$ cat src/rtl/mem_stall_ctrl.sv
// -----------------------------------------------------------------------------
// mem_stall_ctrl
//
// Stall controller for the single-cycle RV32I core. NUM_CH memory requesters
// share one slow (SRAM) port. Slow accesses of the current instruction are
// serialised with a fixed-priority grant, where channel 0 has the highest
// priority. PC and regfile writeback stay frozen until every slow access has
// been acknowledged. Fast-memory side effects are then allowed in exactly one
// commit cycle (DONE).
//
// Optional feature (compile-time macro): MEM_STALL_TIMEOUT_EN
//   Defined   : a per-grant watchdog retires the granted channel after
//               TIMEOUT_CYCLES cycles without i_ack, and sets the sticky
//               o_timeout flag.
//   Undefined : ACCESS waits for i_ack indefinitely, and o_timeout is tied 0.
//
// Ports
//   i_clk          clock; all state updates on its rising edge
//   i_rst          synchronous, active-high reset
//   i_req_rd       per-channel read request of the current instruction
//   i_req_wr       per-channel write request of the current instruction
//   i_slow         per-channel: target is the slow port and needs i_ack
//   i_ack          slow port finished the granted access (1-cycle pulse)
//   o_grant        one-hot owner of the slow port; 0 when idle (registered)
//   o_mem_en       per-channel enable ANDed onto rden/wren
//   o_pc_wren      PC / debug-PC update enable
//   o_rd_wren_en   regfile write permission
//   o_busy         stall in progress (state != IDLE)
//   o_stall_cycles saturating count of cycles with o_pc_wren = 0
//   o_timeout      sticky timeout flag
//   o_state        FSM state for debug (0 = IDLE, 1 = ACCESS, 2 = DONE)
//
// Handshake: a channel is "slow-requesting" when i_slow & (i_req_rd | i_req_wr).
// The slow port owns an access while o_grant shows it. The access completes on
// the single cycle i_ack is high while in ACCESS; an i_ack seen in any other
// state is ignored.
// -----------------------------------------------------------------------------
module mem_stall_ctrl #(
    parameter int NUM_CH         = 2,
    parameter int TIMEOUT_CYCLES = 1024,
    parameter int CNT_W          = 32
) (
    input  logic              i_clk,
    input  logic              i_rst,
    input  logic [NUM_CH-1:0] i_req_rd,
    input  logic [NUM_CH-1:0] i_req_wr,
    input  logic [NUM_CH-1:0] i_slow,
    input  logic              i_ack,
    output logic [NUM_CH-1:0] o_grant,
    output logic [NUM_CH-1:0] o_mem_en,
    output logic              o_pc_wren,
    output logic              o_rd_wren_en,
    output logic              o_busy,
    output logic [CNT_W-1:0]  o_stall_cycles,
    output logic              o_timeout,
    output logic [1:0]        o_state
);

    localparam logic [1:0] ST_IDLE   = 2'd0;
    localparam logic [1:0] ST_ACCESS = 2'd1;
    localparam logic [1:0] ST_DONE   = 2'd2;

    logic [1:0]        state_q;
    logic [NUM_CH-1:0] pending_q;
    logic [NUM_CH-1:0] grant_q;
    logic [CNT_W-1:0]  stall_q;
    logic [NUM_CH-1:0] slow_req;
    logic [NUM_CH-1:0] remaining;
    logic              retire;
    logic              tmo_hit;

    // Isolate the lowest set bit, i.e. the highest-priority channel.
    function automatic logic [NUM_CH-1:0] lowest_bit(input logic [NUM_CH-1:0] v);
        logic [NUM_CH-1:0] r;
        logic              found;
        r     = '0;
        found = 1'b0;
        for (int i = 0; i < NUM_CH; i++) begin
            if (v[i] && !found) begin
                r[i]  = 1'b1;
                found = 1'b1;
            end
        end
        return r;
    endfunction

    assign slow_req  = i_slow & (i_req_rd | i_req_wr);
    assign retire    = (state_q == ST_ACCESS) && (i_ack || tmo_hit);
    assign remaining = pending_q & ~grant_q;

    // -------------------------------------------------------------------------
    // Main FSM. The pending set is latched once, when the instruction first
    // shows a slow request. Request changes after that point are ignored.
    // -------------------------------------------------------------------------
    always_ff @(posedge i_clk) begin
        if (i_rst) begin
            state_q   <= ST_IDLE;
            pending_q <= '0;
            grant_q   <= '0;
        end else begin
            case (state_q)
                ST_IDLE: begin
                    if (slow_req != '0) begin
                        pending_q <= slow_req;
                        grant_q   <= lowest_bit(slow_req);
                        state_q   <= ST_ACCESS;
                    end
                end
                ST_ACCESS: begin
                    if (retire) begin
                        pending_q <= remaining;
                        // Handover to the next channel takes effect on the
                        // cycle right after the ack.
                        grant_q   <= lowest_bit(remaining);
                        if (remaining == '0) begin
                            state_q <= ST_DONE;
                        end
                    end
                end
                ST_DONE: begin
                    state_q <= ST_IDLE;
                end
                default: begin
                    state_q   <= ST_IDLE;
                    pending_q <= '0;
                    grant_q   <= '0;
                end
            endcase
        end
    end

    // -------------------------------------------------------------------------
    // Enables. Everything is held low while reset is asserted, so that a
    // half-decoded instruction cannot commit during the reset cycle.
    // -------------------------------------------------------------------------
    always_comb begin
        o_pc_wren    = 1'b0;
        o_rd_wren_en = 1'b0;
        o_mem_en     = '0;
        if (!i_rst) begin
            case (state_q)
                ST_IDLE: begin
                    if (slow_req == '0) begin
                        o_pc_wren    = 1'b1;
                        o_rd_wren_en = 1'b1;
                        o_mem_en     = '1;
                    end
                end
                ST_ACCESS: begin
                    o_mem_en = grant_q;
                end
                ST_DONE: begin
                    // Slow channels already completed; only fast ones fire now.
                    o_pc_wren    = 1'b1;
                    o_rd_wren_en = 1'b1;
                    o_mem_en     = ~i_slow;
                end
                default: begin
                    o_mem_en = '0;
                end
            endcase
        end
    end

    // Saturating count of frozen-PC cycles.
    always_ff @(posedge i_clk) begin
        if (i_rst) begin
            stall_q <= '0;
        end else if (!o_pc_wren && (stall_q != '1)) begin
            stall_q <= stall_q + 1'b1;
        end
    end

`ifdef MEM_STALL_TIMEOUT_EN
    localparam int TMO_W = $clog2(TIMEOUT_CYCLES + 1);

    logic [TMO_W-1:0] tmo_cnt_q;
    logic             timeout_q;

    // Hitting the limit on this cycle means the grant has lasted
    // TIMEOUT_CYCLES cycles without an ack.
    assign tmo_hit = (state_q == ST_ACCESS) && !i_ack &&
                     (tmo_cnt_q == TMO_W'(TIMEOUT_CYCLES - 1));

    always_ff @(posedge i_clk) begin
        if (i_rst) begin
            tmo_cnt_q <= '0;
            timeout_q <= 1'b0;
        end else begin
            if ((state_q == ST_ACCESS) && !retire) begin
                tmo_cnt_q <= tmo_cnt_q + 1'b1;
            end else begin
                // A retire starts a fresh grant (or leaves ACCESS).
                tmo_cnt_q <= '0;
            end
            if (tmo_hit) begin
                timeout_q <= 1'b1;
            end
        end
    end

    assign o_timeout = timeout_q;
`else
    assign tmo_hit = 1'b0;

    // TIMEOUT_CYCLES has no effect without the watchdog, and o_timeout is
    // tied low whatever its value.
    if (TIMEOUT_CYCLES > 0) begin : g_no_watchdog
        assign o_timeout = 1'b0;
    end else begin : g_no_watchdog_zero
        assign o_timeout = 1'b0;
    end
`endif

    assign o_grant        = grant_q;
    assign o_busy         = (state_q != ST_IDLE) && !i_rst;
    assign o_stall_cycles = stall_q;
    assign o_state        = state_q;

endmodule
$ cat config.mk
export PLATFORM = sky130hd
export DESIGN_NAME = mem_stall_ctrl
export DESIGN_NICKNAME = d
export VERILOG_FILES = /design/src/rtl/mem_stall_ctrl.sv
export SDC_FILE = /design/constraint.sdc
export NUM_CORES = 1
export LEC_CHECK = 0
export ABC_AREA = 1
export CORE_AREA = 2 2 73 75
export DETAILED_ROUTE_END_ITERATION = 8
export DIE_AREA = 0 0 75 77
export PLACE_DENSITY = 0.81
export SYNTH_ARGS = -nofsm -noshare
export SYNTH_HDL_FRONTEND = slang
export SYNTH_SLANG_ARGS = --single-unit
$ cat constraint.sdc
create_clock -name i_clk -period 4.6 [get_ports i_clk]
set_input_delay 0.69 -clock i_clk [delete_from_list [all_inputs] [get_ports i_clk]]
set_output_delay 0.69 -clock i_clk [all_outputs]
set_load 0.1 [all_outputs]
==> results.cfg, run 1 <==
[pwr]
p_leak_nw = 1.07
power_frac_seq_pct = 46.0
vdd_drop_max_mv = 0.139
comb_power_share_pct = 24.3
p_sw_share_pct = 35.5
power_switching_mw = 0.261
clockPowerShare_pct = 29.6
p_int_mw = 0.475
p_per_area_mw_per_mm2 = 234
finalPower_mw = 0.736

[critical_path]
worst_path_max_delay_cell = clkdlybuf4s50_1
r2r-start = o_stall_cycles[0]
max_stage_delay_ns = 0.39
crit_type = in -> out
critPathLaunch = i_req_wr[0]
regToRegEndpoint = o_stall_cycles[17]
r2r_slack_ns = 2.33
worst_ep_arrival_time_ns = 2.21
critPathLaunchType = input port
timing.critical_path.to = o_rd_wren_en
worstPathCellList = clkdlybuf4s50_1 > o21ai_0 > nand3_2 > nand2_1 > nand2_4 > inv_1 > buf_4
cp_data_required_time_ns = 3.91
critPathTopFamily = buffers and inverters
cp.depth = 7
ff2ff_path_depth = 10
critPathMaxFanout = 9
path_buf_inv = 3
crit_path_end_kind = output pin

[drt]
vias = 2626
route.detailed.drc = 0
first_iter_violations = 169
first_pass_iters = 4
drt-wirelength-per-cell_um = 12.3
totalWireLength_mm = 6.47
vias_per_cell = 5.00
ant_nets = 0

[timing]
min_period_ns = 2.90
worst_slew_pin_slew_ns = 0.981
max_freq_mhz = 345
slew_viol_final = 0
fin_ws_ns = 1.70
rsz0062_at_grt = false
slew_headroom_pct = 34.4
finalHoldViolations = 0
setup_viol = 0
skew_ns = 0.00494
period_share_pct = 63.0
setup_tns_ns = 0

[logic_synthesis]
syn_inst = 411
synth_commonest_cells = nand2_1 (153), nor2_1 (58), dfxtp_1 (37), nand3_1 (27), inv_1 (26)
synth_top_family_by_area = simple AND/OR/NAND/NOR gates
synth_area_sq_mm = 0.00263
syn_avg_cell_area_sq_um = 6.40
synth-simple-area-share_pct = 46.3
synth-edff-count = 0
synth_ff_type = dfxtp_1
synth_most_common_cell = nand2_1
synth.area.mux_share_pct = 0
ys_top_cells_by_area = dfxtp_1 (28%), nand2_1 (22%), nor2_1 (8.3%)
yosys.area.top_type = dfxtp_1
synthDistinctLibCells = 30
async_reset_ff_share_pct = 0
synth-adder-area-share_pct = 0.476
synth_compound_area_share_pct = 11.6
yosysWarnings = 0
synthesis.nets = 421
yosys.area_share.xor_xnor_pct = 4.33
synth-seq-cells = 37
netlist.area_leader.share_pct = 28.2
ys_seq_area_share_pct = 28.2

[global_routing]
grt-ovfl-total = 0
grt_pass1_vias = 2381
grt_pass1_wl_mm = 10.9
antenna_found_initial = 0
grt_max_degree = 38
track_usage_pct = 24.0

[worst_hold_path]
hp-start = pending_q[1]
hold_class = reg -> reg

[clock_tree]
clk_latency_ns = 0.28
hold_buffers = 0
clock_tree.buffer_depth = 2
cts_tree = built
path_clk_slew_ns = 0.07
cts_root_buf = clkbuf_8
post-cts-setup-buffer-count = 0
cts_resized = 0
cts_sinks = 37
cts_inserted_buffers = 5
htreeDepth = 2

[flow_run]
maxCapViolCount = 0

[floorplan]
coreArea_sq_mm = 0.00498
io_pins = 51
start_util_pct = 52.8
die_h_um = 77
die_w_um = 75
num_rows = 26
die-area_sq_mm = 0.00578

[outcome]
outcome = complete, no violations

[final_layout]
diodes = 0
nets = 464
layout-drive-gt1-share_pct = 14.9
syn2layout_area_growth_pct = 19.8
utilization_pct = 63.3
fin_area_sq_mm = 0.00315

[place]
dp_worst_setup_slack_ns = 1.70
place.gp.congestion = 0.948
io_buffers = 49
place.detailed.hpwl_mm = 4.90
placed_cell_area_sq_mm = 0.00307
==> how the worst min path moves through the flow <==
stage | endpoint | slack (ns) | depth (start not counted)
after global placement | pending_q[1] | 0.46 | 2
after CTS | pending_q[1] | 0.47 | 2
final | pending_q[1] | 0.47 | 2
after global routing | pending_q[1] | 0.48 | 2
after floorplan | pending_q[1] | 0.45 | 2
after detailed placement | pending_q[1] | 0.46 | 2
==> sequential cells by signal (all words and copies together), names as in the netlist <==
signal / flops
o_grant: 1
pending_q: 2
o_state: 2
o_stall_cycles: 32
==> metrics by stage <==
| stage | hold WS, ns | cells |
|---|---|---|
| finish | 0.470 | 525 |
| detailed placement | 0.458 | 517 |
| floorplan | 0.445 | 411 |
| global route | 0.482 | 525 |
| CTS | 0.469 | 525 |
| global placement | 0.458 | 517 |
==> layout make-up <==
type	instances	area, sq um
Multi-Input combinational cell	332	1650
Clock buffer	8	80.1
Sequential cell	37	741
Tap cell	70	87.6
Inverter	28	108
Fill cell	480	1830
Timing Repair Buffer	50	483
==> power by group through the flow <==
stage	Sequential (mW)	Combinational [mW]	Clock, mW
3_3_place_gp	0.345	0.177	0
4_1_cts	0.339	0.179	0.225
3_5_place_dp	0.346	0.179	0
5_1_grt	0.340	0.189	0.234
6_report	0.339	0.179	0.218
2_1_floorplan	0.387	0.113	0
==> placed cells by master, fill, tap and decap left out <==
cell             count
nand2_2             18
a21oi_2             23
clkbuf_8             5
clkdlybuf4s50_1     44
xnor2_1              5
o21ai_0              7
nand4_1              2
nor2_8               1
dfxtp_1             37
nand2_8              1
conb_1               1
nand3b_1             2
nor2_4               3
clkbuf_1             3
nor2_2               3
nand2_1            153
or2_2                2
nand3_1             27
inv_2                1
buf_2                1
inv_4                1
buf_4                5
a31oi_1              2
inv_1               26
a21oi_1             11
nor2_1              58
nand2_4              3
nand3_2              1
ha_1                 1
xor2_1               8
==> worst register-to-register path, cell delays in order, from the launching register on <==
cell	delay [ns]
dfxtp_1	0.51
ha_1	0.38
nand2_1	0.14
nor2_4	0.16
nand2_4	0.11
nor2_8	0.14
nand2_4	0.11
nand2_8	0.24
inv_4	0.16
nand2_1	0.13
a21oi_2	0.05
==> logic make-up (layout without fill, tap and decap cells) <==
group / Yosys count / after routing
AND/OR/NAND/NOR: 274 / 274
AO/OA/AOI/OAI: 43 / 43
buffers and inverters: 42 / 86
flip-flops: 37 / 37
XOR/XNOR: 13 / 13
adder cells (fa/ha/maj): 1 / 1
other: 1 / 1
==> metal layers <==
layer,GRT usage [%],wire (um)
met2,38.8,3160
met4,7.86,94
met5,0,0
met3,3.81,309
met1,32.0,2900
(Power assumes the default switching activity.)
==> inputs of run 2 (changes only) <==
--- a/config.mk
+++ b/config.mk
@@ -6,10 +6,10 @@
 export NUM_CORES = 1
 export LEC_CHECK = 0
 export ABC_AREA = 1
-export CORE_AREA = 2 2 73 75
+export CORE_AREA = 2 2 78 80
 export DETAILED_ROUTE_END_ITERATION = 8
-export DIE_AREA = 0 0 75 77
-export PLACE_DENSITY = 0.81
+export DIE_AREA = 0 0 80 82
+export PLACE_DENSITY = 0.75
 export SYNTH_ARGS = -nofsm -noshare
 export SYNTH_HDL_FRONTEND = slang
 export SYNTH_SLANG_ARGS = --single-unit
==> constraint.sdc (replaced) <==
create_clock -name i_clk -period 2.6 [get_ports i_clk]
set_input_delay 0.39 -clock i_clk [delete_from_list [all_inputs] [get_ports i_clk]]
set_output_delay 0.39 -clock i_clk [all_outputs]
set_load 0.1 [all_outputs]
==> results.cfg, run 2 (synthesis results as in run 1) <==
[global_routing]
antenna_found_initial = 0
grt_max_degree = 34
grt-ovfl-total = 0
grt_pass1_wl_mm = 11.0
grt_pass1_vias = 2340
track_usage_pct = 21.3

[timing]
skew_ns = 0.00438
min_period_ns = 2.13
slew_viol_final = 0
setup_viol = 0
max_freq_mhz = 468
period_share_pct = 82.1
finalHoldViolations = 0
rsz0062_at_grt = false
setup_tns_ns = 0

[floorplan]
die-area_sq_mm = 0.00656
coreArea_sq_mm = 0.00575
die_h_um = 82
die_w_um = 80
start_util_pct = 45.8
io_pins = 51
num_rows = 28

[critical_path]
worst_ep_arrival_time_ns = 1.74
critPathMaxFanout = 9
ff2ff_path_depth = 10
critPathLaunchType = input port
crit_path_end_kind = output pin
crit_type = in -> out
cp_data_required_time_ns = 2.21

[clock_tree]
htreeDepth = 2
path_clk_slew_ns = 0.07
clock_tree.buffer_depth = 2
cts_inserted_buffers = 5
cts_tree = built
hold_buffers = 0
cts_root_buf = clkbuf_8
clk_latency_ns = 0.29
cts_resized = 0
post-cts-setup-buffer-count = 0
cts_sinks = 37

[final_layout]
fin_area_sq_mm = 0.00317
final_cell_count_no_fill = 533
final_common_cell = nand2_1
nets = 467
utilization_pct = 55.2
layout_common_cells = nand2_1 (153), nor2_1 (58), buf_4 (41), dfxtp_1 (35), nand3_1 (27)
syn2layout_area_growth_pct = 20.7
layout-drive-gt1-share_pct = 24.7
largest_reg_flops = 32
diodes = 0

[drt]
totalWireLength_mm = 6.71
route.detailed.drc = 0
vias_per_cell = 4.89
drt-wirelength-per-cell_um = 12.6
vias = 2608
ant_nets = 0
first_iter_violations = 146
first_pass_iters = 4

[outcome]
outcome = complete, no violations

[place]
place.detailed.hpwl_mm = 5.10
placed_cell_area_sq_mm = 0.00309
io_buffers = 49
placed_cells = 525
place.gp.congestion = 0.865

[worst_hold_path]
hold_class = in -> reg
hold-path-cell-count = 4

[pwr]
p_leak_nw = 1.17
p_per_area_mw_per_mm2 = 423
finalPower_mw = 1.34
vdd_drop_max_mv = 0.266

[flow_run]
maxCapViolCount = 0
## run 2: cell count changes in the layout (fill, tap and decap cells not counted)
cell / before / now
dfxtp_2: 0 / 2
buf_4: 5 / 41
clkinvlp_4: 0 / 1
a31oi_4: 0 / 2
buf_12: 0 / 4
dfxtp_1: 37 / 35
clkdlybuf4s50_1: 44 / 7
inv_1: 26 / 25
a31oi_1: 2 / 0
## run 2: routing by layer
metal	track usage (%)	part of all wire, %	vias up
li1	-	-	1373
met1	30.1	49	1180
met2	34.1	46	48
met3	3.08	3.7	7
met4	5.59	1.3	0
met5	0	0	-
## run 2: layout make-up
cell class	count	area [sq um]
timing repair buffer	53	463
multi-input combinational	332	1680
clock buffer	8	80.1
tap	75	93.8
sequential	37	743
fill	606	2570
inverter	28	111
## run 2: stage by stage
step | setup WS [ns] | hold slack, ns
after floorplan | 0.0812 | 0.445
after global placement | 0.477 | 0.459
after detailed placement | 0.442 | 0.462
after CTS | 0.463 | 0.458
after global routing | 0.335 | 0.475
final | 0.465 | 0.456
## run 2: path summary, 6_finish.rpt
| check | startpoint | endpoint | slack [ns] |
|---|---|---|---|
| worst min-delay path | i_rst | o_stall_cycles[0] | 0.46 |
| worst max register to register | o_stall_cycles[0] | o_stall_cycles[1] | 0.56 |
| worst min register to register | pending_q[1] | pending_q[1] | 0.48 |
| worst max-delay path | i_req_wr[1] | o_pc_wren | 0.47 |
## run 2: critical path, cell delays in order
cell and delay, ns:
clkdlybuf4s50_1 0.39, o21ai_0 0.28, nand3_2 0.11, nand2_1 0.12, nand2_4 0.13, clkinvlp_4 0.14, buf_12 0.18
## run 2: where the power goes
part / internal [mW] / switching [mW]
registers: 0.581 / 0.0183
clock network: 0.191 / 0.207
logic: 0.0871 / 0.256
total: 0.859 / 0.482
==> inputs of run 3 (changes only) <==
==> constraint.sdc (replaced) <==
create_clock -name i_clk -period 1.8 [get_ports i_clk]
set_input_delay 0.27 -clock i_clk [delete_from_list [all_inputs] [get_ports i_clk]]
set_output_delay 0.27 -clock i_clk [all_outputs]
set_load 0.1 [all_outputs]
==> results.cfg, run 3 (synthesis results as in run 1) <==
[timing]
skew_ns = 0.00805
period_share_pct = 98.6
finalHoldViolations = 0
rsz0062_at_grt = true
fin_ws_ns = 0.0250
max_freq_mhz = 563
min_period_ns = 1.78
slew_viol_final = 0
setup_viol = 0
timing.hold.ws_ns = 0.286

[global_routing]
grt-ovfl-total = 0
gr-usage-met1_pct = 27.5
antenna_found_initial = 0
gr-max-usage-layer = met2
grt_use_met2_pct = 46.8
grt_max_degree = 26
use_met3_pct = 4.84
grt_pass1_wl_mm = 12.5
grt_pass1_vias = 2741
track_usage_pct = 24.8

[clock_tree]
cts_root_buf = clkbuf_8
cts_sinks = 37
hold_buffers = 0
htreeDepth = 2
clock_tree.buffer_depth = 2
cts_inserted_buffers = 5
cts_tree = built
path_clk_slew_ns = 0.07
clk_latency_ns = 0.30

[drt]
first_pass_iters = 4
totalWireLength_mm = 7.77
first_iter_violations = 127
drt-wirelength-per-cell_um = 13.9
ant_nets = 0
vias_per_cell = 5.18
vias = 2896
route.detailed.drc = 0

[floorplan]
num_rows = 28
start_util_pct = 45.8
die_w_um = 80
die_h_um = 82
coreArea_sq_mm = 0.00575
io_pins = 51
die-area_sq_mm = 0.00656

[final_layout]
largest_reg_flops = 32
diodes = 0
nets = 493
utilization_pct = 70.6
layout_common_cells = nand2_1 (130), nor2_1 (56), buf_12 (40), nand2_2 (34), dfxtp_2 (29)
fin_area_sq_mm = 0.00406
syn2layout_area_growth_pct = 54.4
final_cell_count_no_fill = 559
layout-drive-gt1-share_pct = 41.7
final_common_cell = nand2_1

[pwr]
vdd_drop_max_mv = 0.781
p_leak_nw = 1.56
p_per_area_mw_per_mm2 = 528

[critical_path]
cp_data_required_time_ns = 1.53
max_stage_delay_ns = 0.38
worst_path_max_delay_cell = dfxtp_4
worstPathCellList = nor2_4 > nand3_4 > buf_6 > a31oi_4 > buf_12
path_buf_inv = 2
critPathLaunchType = register
critPathMaxFanout = 4
worst_ep_arrival_time_ns = 1.51
crit_path_end_kind = output pin
critPathTopFamily = flip-flops
crit_type = reg -> out

[place]
place.detailed.hpwl_mm = 6.06
placed_cell_area_sq_mm = 0.00388
place.gp.congestion = 0.936
placed_cells = 545
dp_worst_setup_slack_ns = -0.237
io_buffers = 49

[worst_hold_path]
hold_class = in -> reg

[outcome]
outcome = complete, no violations

[flow_run]
maxCapViolCount = 0
[run 3: cell count changes in the layout (fill, tap and decap cells not counted), moves of 6 or more]
cell / before / now
buf_12: 4 / 40
dfxtp_1: 35 / 2
dfxtp_2: 2 / 29
nand2_1: 153 / 130
nand2_2: 18 / 34
buf_4: 41 / 28
nand2_4: 3 / 10
dfxtp_4: 0 / 6
[run 3: path summary, 6_finish.rpt]
kind,slack [ns],depth (start not counted),start,endpoint
setup reg to reg,0.06,7,o_stall_cycles[1],o_stall_cycles[6]
hold reg to reg,0.48,2,pending_q[1],pending_q[1]
hold / removal,0.29,2,i_rst,o_state[0]
setup / recovery,0.02,5,o_state[1],o_mem_en[1]
[run 3: report_power, final]
group | internal (mW) | switching [mW]
Combinational | 0.225 | 0.430
Clock | 0.312 | 0.298
Sequential | 0.840 | 0.0358
[run 3: metrics by stage]
step	power [mW]	TNS (ns)
5_1_grt	2.21	-0.0976
4_1_cts	2.11	0
6_report	2.14	0
3_3_place_gp	1.49	-2.27
3_5_place_dp	1.50	-6.26
2_1_floorplan	1.34	-2.02
[run 3: timing repair]
action                                  CTS  global route
buffers inserted                          1             4
endpoints found under the setup margin    4             9
resized for setup                         7             6
gates cloned                              0             1
pin swaps                                 3             6
[run 3: layout make-up]
cell class              instances  area (sq um)
multi-input cells             332          1820
repair buffers                 79          1140
inverters                      28           119
fillers                       494          1690
well taps                      75          93.8
clock buffers                   8          90.1
flip-flops and latches         37           800
[run 3: worst reg2reg max path: cells and delay by family (launching register included)]
kind / cells / cell delay, ns
adders and majority gates: 1 / 0.16
AOI/OAI and AO/OA: 1 / 0.13
xor gates and xnor gates: 1 / 0.23
and+or+nand+nor: 3 / 0.60
DFF: 1 / 0.40
buffers and inverters: 1 / 0.15
[run 3: metal layers]
metal	share of wire, %	vias to the layer above
li1	-	1437
met1	40	1360
met2	53	84
met3	5.3	15
met4	1.9	0
met5	0	-
